$ cat src/rtl/tohost_monitor_pkg.sv
// ----------------------------------------------------------------------------
// tohost_monitor_pkg
// Shared definitions for the tohost test-completion monitor.
//   monitor_state_t     : RUN / PASS / FAIL / HUNG, encoded to match out_state
//   DEFAULT_TOHOST_ADDR : word address whose stores end a test
//   PASS_CODE           : tohost value that signals a passing test
//   STALL_CNT_W         : width of the stall counter; holds any STALL_LIMIT
//                         in 2..2^16
//   sat_inc32()         : 32-bit increment that sticks at all-ones
// ----------------------------------------------------------------------------
package tohost_monitor_pkg;

    typedef enum logic [1:0] {
        RUN  = 2'd0,
        PASS = 2'd1,
        FAIL = 2'd2,
        HUNG = 2'd3
    } monitor_state_t;

    localparam logic [31:0] DEFAULT_TOHOST_ADDR = 32'h0000_1000;
    localparam logic [31:0] PASS_CODE           = 32'h0000_0001;
    localparam int          STALL_CNT_W         = 17;

    function automatic logic [31:0] sat_inc32(input logic [31:0] value);
        return (value == 32'hFFFF_FFFF) ? value : value + 32'd1;
    endfunction

endpackage

$ cat src/rtl/tohost_monitor_stall_watchdog.sv
// ----------------------------------------------------------------------------
// stall_watchdog
// Counts consecutive cycles without a retired instruction. 'expired' is high
// during the cycle in which the next tick would reach 'limit', so the owner
// can act on the same edge that would have made the count equal 'limit'.
// Only compiled into the monitor when TOHOST_WATCHDOG_EN is defined.
//
// Ports
//   clk     in   clock, rising edge
//   reset   in   synchronous, active-high
//   clear   in   restart the count (an instruction retired)
//   tick    in   one idle cycle has elapsed
//   limit   in   number of idle cycles that counts as a hang
//   expired out  the current tick is the limit-th idle cycle
// ----------------------------------------------------------------------------
module stall_watchdog
    import tohost_monitor_pkg::*;
(
    input  logic                   clk,
    input  logic                   reset,
    input  logic                   clear,
    input  logic                   tick,
    input  logic [STALL_CNT_W-1:0] limit,
    output logic                   expired
);

    localparam logic [STALL_CNT_W-1:0] ONE = STALL_CNT_W'(1);

    logic [STALL_CNT_W-1:0] count;

    // A retire in the same cycle wins over the idle tick.
    assign expired = tick && !clear && (count == (limit - ONE));

    // NOTE: sequential state uses non-blocking assignments so every register
    // samples the pre-edge values of its neighbours, matching the hardware.
    always_ff @(posedge clk) begin
        if (reset || clear) begin
            count <= '0;
        end else if (tick) begin
            count <= count + ONE;
        end
    end

endmodule

$ cat src/rtl/tohost_monitor.sv
// ----------------------------------------------------------------------------
// tohost_monitor
// Watches the core's store port for writes to the tohost word and reports the
// test outcome. A store to TOHOST_ADDR with value 1 means PASS, any other odd
// value means FAIL with code data[31:1], even values are ignored. Also counts
// retired instructions and remembers the last retired PC. PASS, FAIL and HUNG
// are terminal until RESET.
//
// Optional feature: define TOHOST_WATCHDOG_EN to build in the stall watchdog,
// which moves the monitor to HUNG after STALL_LIMIT consecutive RUN cycles
// without a retire. Without it HUNG is unreachable.
//
// Parameters
//   TOHOST_ADDR  word address whose stores end a test
//   STALL_LIMIT  idle cycles before HUNG (2..2^16), watchdog build only
//
// Ports
//   CLK               in   clock, rising edge
//   RESET             in   synchronous, active-high, overrides everything
//   in_write_enable   in   store strobe
//   in_write_address  in   store address
//   in_write_data     in   store data
//   in_pc             in   PC of the retiring instruction
//   in_pc_enable      in   retire strobe
//   out_done          out  state is not RUN
//   out_pass          out  state is PASS
//   out_fail_code     out  tohost data[31:1] in FAIL, else 0
//   out_retired       out  saturating count of retired instructions
//   out_state         out  RUN=0 PASS=1 FAIL=2 HUNG=3
//   out_last_pc       out  PC of the most recent retire
// All outputs come straight from registers.
// ----------------------------------------------------------------------------
module tohost_monitor
    import tohost_monitor_pkg::*;
#(
    parameter logic [31:0] TOHOST_ADDR = DEFAULT_TOHOST_ADDR,
    parameter int unsigned STALL_LIMIT = 1024
) (
    input  logic        CLK,
    input  logic        RESET,
    input  logic        in_write_enable,
    input  logic [31:0] in_write_address,
    input  logic [31:0] in_write_data,
    input  logic [31:0] in_pc,
    input  logic        in_pc_enable,
    output logic        out_done,
    output logic        out_pass,
    output logic [30:0] out_fail_code,
    output logic [31:0] out_retired,
    output logic [1:0]  out_state,
    output logic [31:0] out_last_pc
);

    if (STALL_LIMIT < 2 || STALL_LIMIT > 65536) begin : g_bad_stall_limit
        $error("tohost_monitor: STALL_LIMIT must lie in 2..65536");
    end

    monitor_state_t state;
    logic           pass_hit;
    logic           fail_hit;
    logic           stall_expired;

    // NOTE: every signal assigned in always_comb gets a default first, so no
    // path can leave it unassigned and infer a latch.
    always_comb begin
        pass_hit = 1'b0;
        fail_hit = 1'b0;
        if (in_write_enable && (in_write_address == TOHOST_ADDR) && in_write_data[0]) begin
            pass_hit = (in_write_data == PASS_CODE);
            fail_hit = (in_write_data != PASS_CODE);
        end
    end

`ifdef TOHOST_WATCHDOG_EN
    // Ticks only while running; terminal states freeze the count.
    stall_watchdog u_stall_watchdog (
        .clk     (CLK),
        .reset   (RESET),
        .clear   (in_pc_enable),
        .tick    ((state == RUN) && !in_pc_enable),
        .limit   (STALL_CNT_W'(STALL_LIMIT)),
        .expired (stall_expired)
    );
`else
    assign stall_expired = 1'b0;
`endif

    always_ff @(posedge CLK) begin
        if (RESET) begin
            state         <= RUN;
            out_done      <= 1'b0;
            out_pass      <= 1'b0;
            out_fail_code <= '0;
            out_retired   <= '0;
            out_last_pc   <= '0;
        end else if (state == RUN) begin
            // A retire alongside a terminating store is still counted.
            if (in_pc_enable) begin
                out_retired <= sat_inc32(out_retired);
                out_last_pc <= in_pc;
            end
            // A tohost result outranks a watchdog expiry on the same edge.
            if (pass_hit) begin
                state    <= PASS;
                out_done <= 1'b1;
                out_pass <= 1'b1;
            end else if (fail_hit) begin
                state         <= FAIL;
                out_done      <= 1'b1;
                out_fail_code <= in_write_data[31:1];
            end else if (stall_expired) begin
                state    <= HUNG;
                out_done <= 1'b1;
            end
        end
    end

    assign out_state = state;

endmodule
$ cat config.mk
export PLATFORM = sky130hd
export DESIGN_NAME = tohost_monitor
export DESIGN_NICKNAME = d
export VERILOG_FILES = /design/src/rtl/tohost_monitor_pkg.sv /design/src/rtl/tohost_monitor_stall_watchdog.sv /design/src/rtl/tohost_monitor.sv
export SDC_FILE = /design/constraint.sdc
export NUM_CORES = 1
export LEC_CHECK = 0
export ABC_AREA = 1
export CORE_ASPECT_RATIO = 0.6
export CORE_MARGIN = 4
export CORE_UTILIZATION = 43
export DETAILED_ROUTE_END_ITERATION = 10
export GPL_TIMING_DRIVEN = 1
export PLACE_DENSITY = 0.82
export SLEW_MARGIN = 20
export SYNTH_ARGS = -nofsm -noshare
export SYNTH_HDL_FRONTEND = slang
export SYNTH_SLANG_ARGS = --single-unit
$ cat constraint.sdc
create_clock -name CLK -period 5.55 [get_ports CLK]
set_clock_uncertainty 0.2 [all_clocks]
set_input_delay 1.11 -clock CLK [delete_from_list [all_inputs] [get_ports CLK]]
set_output_delay 1.11 -clock CLK [all_outputs]
set_load 0.1 [all_outputs]
==> results.py, run 1 <==
metrics = {
    "layout": {
        "stdcell_area_um2": 7240,
        "fin_cells": 1078,
        "diodes": 0,
        "syn_to_final_growth_pct": 48.2,
        "drive_above_1_share_pct": 5.64,
        "fin_nets": 1035,
    },
    "floorplan": {
        "rows": 29,
        "start_util_pct": 45.2,
        "dieArea_um2": 13200,
        "num_io_pins": 199,
        "coreArea_um2": 10800,
        "die_h_um": 90.5,
        "fp.dieW_um": 146,
    },
    "hold_path": {
        "hold_depth": 2,
        "hp-start": "out_pass",
        "holdCritPathClass": "reg2reg",
        "hold_end": "out_pass",
    },
    "timing": {
        "rsz0062_at_grt": "false",
        "final.min_clock_period_ns": 3.48,
        "fin_crit_sh_pct": 62.8,
        "tightest_slew_ns": 1.06,
        "slew_headroom_pct": 29.4,
        "finalMaxSlewViolations": 0,
        "setup_violations": 0,
        "finalHoldViolCount": 0,
        "max_freq_mhz": 287,
        "finalSetupTns_ns": 0,
    },
    "critical_path": {
        "crit_fanout": 33,
        "ff2ff_path_depth": 7,
        "rrSetupSlack_ns": 2.52,
        "critPathLaunchType": "primary input",
        "r2r_end": "out_retired[16]",
        "rr_startpoint": "out_state[1]",
        "critPathKind": "in2reg",
        "critPathRequiredTime_ns": 5.61,
        "crit_path_end_kind": "flop",
        "critPathArrivalTime_ns": 3.55,
    },
    "route": {
        "drtAntennaViolNets": 0,
        "first_pass_iters": 5,
        "vias": 5178,
        "avgViaCountPerCell": 4.80,
        "wire_per_inst_um": 13.9,
        "drc": 0,
        "wirelength_mm": 14.9,
        "drtIter0Drc": 313,
    },
    "logic_synthesis": {
        "syn_area_um2": 4880,
        "synth_fa_ha_area_share_pct": 0.256,
        "synth-xor-area-share_pct": 2.33,
        "netlist_instances": 754,
        "synthTopCellsByArea": "dfxtp_1 41%, nor2_1 17%, nand2_1 16%",
        "ys_warn_count": 0,
        "synth_compound_area_share_pct": 7.74,
        "yosysTopAreaCell": "dfxtp_1",
        "ys_seq_area_share_pct": 40.6,
        "synth_top_family_by_area": "simple AND/OR/NAND/NOR gates",
        "synth_mux_area_share_pct": 0,
        "syn_nets": 855,
        "yosys.area_share.simple_pct": 41.7,
        "synth_cell_types": 26,
        "ys_seq_elements": 99,
        "synth.avg_cell_area_um2": 6.48,
        "synth_top_area_share_pct": 40.6,
    },
    "global_routing": {
        "grt.overflow.total": 0,
        "grt_pass1_wl_mm": 24.6,
        "grt_usage_pct": 22.4,
        "antenna_found_initial": 0,
        "first_global_vias": 4863,
        "grt_max_degree": 68,
    },
    "clock_network": {
        "cts_buffers": 9,
        "cts-hold-fix-buffers": 0,
        "insertion_delay_ns": 0.33,
        "cts_resized": 0,
        "cts_setup_buffers": 0,
        "cts_buffer_depth": 2,
        "clk_pin_slew_ns": 0.07,
        "htree_num_levels": 3,
        "cts_tree": "yes",
        "clkSinkCount": 99,
        "cts-root-buf": "clkbuf_16",
    },
    "place": {
        "place_inst": 1062,
        "gp_congestion": 0.942,
        "placed_area_um2": 6900,
        "io_buffers": 198,
        "dpl.hpwl_mm": 11.4,
    },
    "flow_run": {
        "drv_cap": 0,
    },
    "power_and_ir_drop": {
        "cellPowerDensity_nw_per_um2": 240,
        "ir_drop_mv": 0.193,
        "p_leak_nw": 2.87,
        "p_total_mw": 1.74,
    },
    "status": {
        "status": "finished, final reports clean",
    },
}
## how the worst max path moves through the flow
| stage | startpoint | endpoint | cells past startpoint |
|---|---|---|---|
| floorplan | out_retired[1] | out_retired[26] | 11 |
| global placement | in_pc_enable | out_retired[29] | 7 |
| detailed placement | in_pc_enable | out_retired[16] | 7 |
| CTS | in_pc_enable | out_retired[16] | 7 |
| global route | in_pc_enable | out_retired[10] | 7 |
| finish | in_pc_enable | out_retired[16] | 7 |
## cell usage after synthesis
library cell,n
nand3_4,1
dfxtp_1,99
nand3_1,21
nand2_4,2
buf_2,1
nor3_1,2
nor2_8,1
nand2_2,10
nor2_1,219
xor2_1,4
buf_12,1
nand4_1,9
o21ai_0,36
xnor2_1,9
nor2_2,3
nand3b_1,13
nor2_4,2
nand2_1,206
ha_1,1
and2_1,1
buf_1,4
a21oi_1,15
buf_8,2
inv_1,55
clkbuf_1,23
a21oi_2,14
## power breakdown
part	switching [mW]	internal [mW]	total [mW]	leakage (nW)
clock network	0.281	0.413	0.695	0.161
logic	0.200	0.106	0.306	1.90
registers	0.0104	0.728	0.739	0.806
total	0.492	1.25	1.74	2.87
## kinds of logic (layout without fill, tap and decap cells)
kind of cell / Yosys count / count (layout)
simple gates: 490 / 490
flops: 99 / 99
buf+inv: 86 / 271
compound gates: 65 / 65
xor+xnor: 13 / 13
fa+ha+maj: 1 / 1
## flip-flops by register name, summed over array words and instances, names as in the netlist
register / count
out_pass: 1
out_last_pc: 32
out_retired: 32
out_state: 2
out_done: 1
out_fail_code: 31
## critical path: stages
cell and delay [ns]:
clkdlybuf4s50_1 0.45, nand2_1 0.51, inv_1 0.32, nand2_4 0.26, inv_1 0.57, nand2_1 0.16, a21oi_2 0.16
## per-layer routing
layer	track usage, %	up-vias	wire length [um]
met5	0	-	0
li1	-	2680	-
met3	10.3	10	1910
met4	3.71	0	110
met2	34.2	246	6130
met1	29.5	2242	6790
## per-stage QoR
| step | hold WS [ns] | utilization (%) | setup slack (ns) |
|---|---|---|---|
| floorplan | 0.681 | - | 2.83 |
| global placement | 0.237 | 63.8 | 1.79 |
| detailed placement | 0.252 | 63.8 | 1.71 |
| CTS | 0.262 | 66.9 | 2.07 |
| global route | 0.282 | 66.9 | 1.77 |
| finish | 0.256 | 66.9 | 2.07 |
## layout by cell type (no fill, tap or decap)
| master | n |
|---|---|
| a21oi_2 | 14 |
| dfxtp_1 | 99 |
| clkinvlp_4 | 1 |
| nand2_2 | 11 |
| nand3b_1 | 13 |
| nor2_1 | 219 |
| inv_8 | 1 |
| nor2_2 | 3 |
| and2_1 | 1 |
| a21oi_1 | 15 |
| inv_1 | 54 |
| nand4_1 | 9 |
| nor2_4 | 2 |
| inv_6 | 1 |
| bufinv_16 | 2 |
| clkinv_4 | 1 |
| nand3_4 | 1 |
| nor2_8 | 1 |
| clkdlybuf4s50_1 | 198 |
| clkbuf_8 | 1 |
| nand2_4 | 2 |
| buf_4 | 2 |
| clkbuf_16 | 9 |
| inv_2 | 1 |
| o21ai_0 | 36 |
| xnor2_1 | 9 |
| xor2_1 | 4 |
| nand3_1 | 21 |
| nand2_1 | 205 |
| nor3_1 | 2 |
| ha_1 | 1 |
## final cells by class
type,count,area (um2)
Clock buffer,10,239
Clock inverter,6,96.3
Fill cell,981,3580
Inverter,55,206
Multi-Input combinational cell,569,2540
Sequential cell,99,1980
Tap cell,139,174
Timing Repair Buffer,200,2000
Power figures use the tool's default switching activity.
==> run 2, diff against run 1 <==
==> constraint.sdc (replaced) <==
create_clock -name CLK -period 3.3 [get_ports CLK]
set_clock_uncertainty 0.2 [all_clocks]
set_input_delay 0.66 -clock CLK [delete_from_list [all_inputs] [get_ports CLK]]
set_output_delay 0.66 -clock CLK [all_outputs]
set_load 0.1 [all_outputs]
==> results.py, run 2 (synthesis results as in run 1) <==
metrics = {
    "global_routing": {
        "grt_pass1_wl_mm": 23.9,
        "grt_usage_pct": 21.9,
        "antenna_found_initial": 0,
        "grt.overflow.total": 0,
        "first_global_vias": 4660,
        "grt_max_degree": 45,
    },
    "clock_network": {
        "cts-hold-fix-buffers": 0,
        "cts_resized": 0,
        "cts_buffers": 9,
        "cts_tree": "yes",
        "htree_num_levels": 3,
        "cts_setup_buffers": 0,
        "clkSinkCount": 99,
        "clk_pin_slew_ns": 0.07,
        "cts-root-buf": "clkbuf_16",
        "cts_buffer_depth": 2,
        "insertion_delay_ns": 0.33,
    },
    "floorplan": {
        "dieArea_um2": 13200,
        "start_util_pct": 45.2,
        "coreArea_um2": 10800,
        "num_io_pins": 199,
        "die_h_um": 90.5,
        "rows": 29,
        "fp.dieW_um": 146,
    },
    "layout": {
        "fin_cells": 1083,
        "fin_nets": 1040,
        "reg_top3": "out_last_pc (32), out_retired (32), out_fail_code (31)",
        "final_cell_mix": "219 x nor2_1, 205 x nand2_1, 104 x buf_4",
        "diodes": 0,
        "mostFrequentLayoutCell": "nor2_1",
        "drive_above_1_share_pct": 16.6,
        "seqCellArea_um2": 1980,
        "multi_input_comb_area_um2": 2540,
        "syn_to_final_growth_pct": 43.4,
        "stdcell_area_um2": 7000,
        "fill_cells": 1021,
    },
    "place": {
        "gp_congestion": 0.984,
        "dpl.hpwl_mm": 11.5,
        "placed_area_um2": 6720,
        "place_inst": 1067,
        "io_buffers": 198,
    },
    "timing": {
        "rsz0062_at_grt": "false",
        "slew_headroom_pct": 55.9,
        "finalHoldViolCount": 0,
        "finalMaxSlewViolations": 0,
        "setup_violations": 0,
        "fin_crit_sh_pct": 74.7,
        "final.min_clock_period_ns": 2.47,
        "max_freq_mhz": 405,
        "finalSetupTns_ns": 0,
        "tightest_slew_ns": 0.661,
    },
    "flow_run": {
        "drv_cap": 0,
    },
    "route": {
        "wire_per_inst_um": 13.6,
        "wirelength_mm": 14.8,
        "drc": 0,
        "drtIter0Drc": 388,
        "first_pass_iters": 5,
        "drtAntennaViolNets": 0,
        "vias": 5206,
        "avgViaCountPerCell": 4.81,
    },
    "critical_path": {
        "crit_slowest_cell": "clkdlybuf4s50_1",
        "critPathKind": "in2reg",
        "cpPeakStageDelay_ns": 0.43,
        "critPathRequiredTime_ns": 3.33,
        "crit_fanout": 44,
        "critPathArrivalTime_ns": 2.49,
        "ff2ff_path_depth": 10,
        "crit_path_cell_trace": "clkdlybuf4s50_1 -> nor2_1 -> nand4_1 -> nor2_1 -> nand2_1 -> nand2_2 -> buf_12 -> nand2_1 -> nand2_1 -> nor2_1",
        "crit_path_end_kind": "flop",
        "critPathLaunchType": "primary input",
    },
    "power_and_ir_drop": {
        "ir_drop_mv": 0.313,
        "p_leak_nw": 3.07,
        "p_total_mw": 2.76,
        "cellPowerDensity_nw_per_um2": 395,
    },
    "hold_path": {
        "hold_depth": 2,
        "holdCritPathClass": "reg2reg",
    },
    "status": {
        "status": "finished, final reports clean",
    },
}
[run 2: cell types whose count changed in the layout (fill, tap and decap cells not counted), moves of 2 or more]
cell             before  now
buf_12                0    2
clkdlybuf4s50_1     198   99
clkinv_2              0    2
buf_4                 2  104
bufinv_16             2    0
[run 2: critical path: cells and delay by family]
kind,cells,cell delay (ns)
buffers and inverters,2,0.68
AND/OR/NAND/NOR,8,1.14
[run 2: stage by stage]
step / setup WS [ns] / hold WS [ns] / util (%)
CTS: 0.866 / 0.257 / 64.8
finish: 0.834 / 0.253 / 64.8
detailed placement: 0.508 / 0.246 / 62.1
floorplan: 0.579 / 0.595 / -
global route: 0.664 / 0.286 / 64.8
global placement: 0.528 / 0.241 / 62.1
[run 2: area by class of cell]
| class | instances | area share [%] |
|---|---|---|
| inverter | 55 | 2.95 |
| tap | 139 | 2.48 |
| multi-input combinational | 569 | 36.3 |
| clock inverter | 5 | 0.500 |
| sequential | 99 | 28.3 |
| timing repair buffer | 205 | 25.9 |
| clock buffer | 11 | 3.61 |
[run 2: path summary, 6_finish.rpt]
check	startpoint	end	slack (ns)
max	in_write_data[19]	out_fail_code[23]	0.83
min	out_pass	out_pass	0.25
max reg2reg	out_retired[0]	out_retired[12]	0.86
min reg2reg	out_pass	out_pass	0.25
[run 2: per-layer routing]
layer  global-route usage [%]  part of all wire (%)  vias up
li1                         -                     -     2697
met1                     29.9                    47     2285
met2                     32.1                    41      215
met3                     9.83                    12        9
met4                     4.03                  0.74        0
met5                        0                     0        -
[run 2: power breakdown]
| part | switching [mW] | total, mW | internal (mW) |
|---|---|---|---|
| Clock | 0.458 | 1.01 | 0.556 |
| Sequential | 0.0178 | 1.24 | 1.23 |
| Combinational | 0.334 | 0.506 | 0.172 |
| Total | 0.810 | 2.76 | 1.95 |
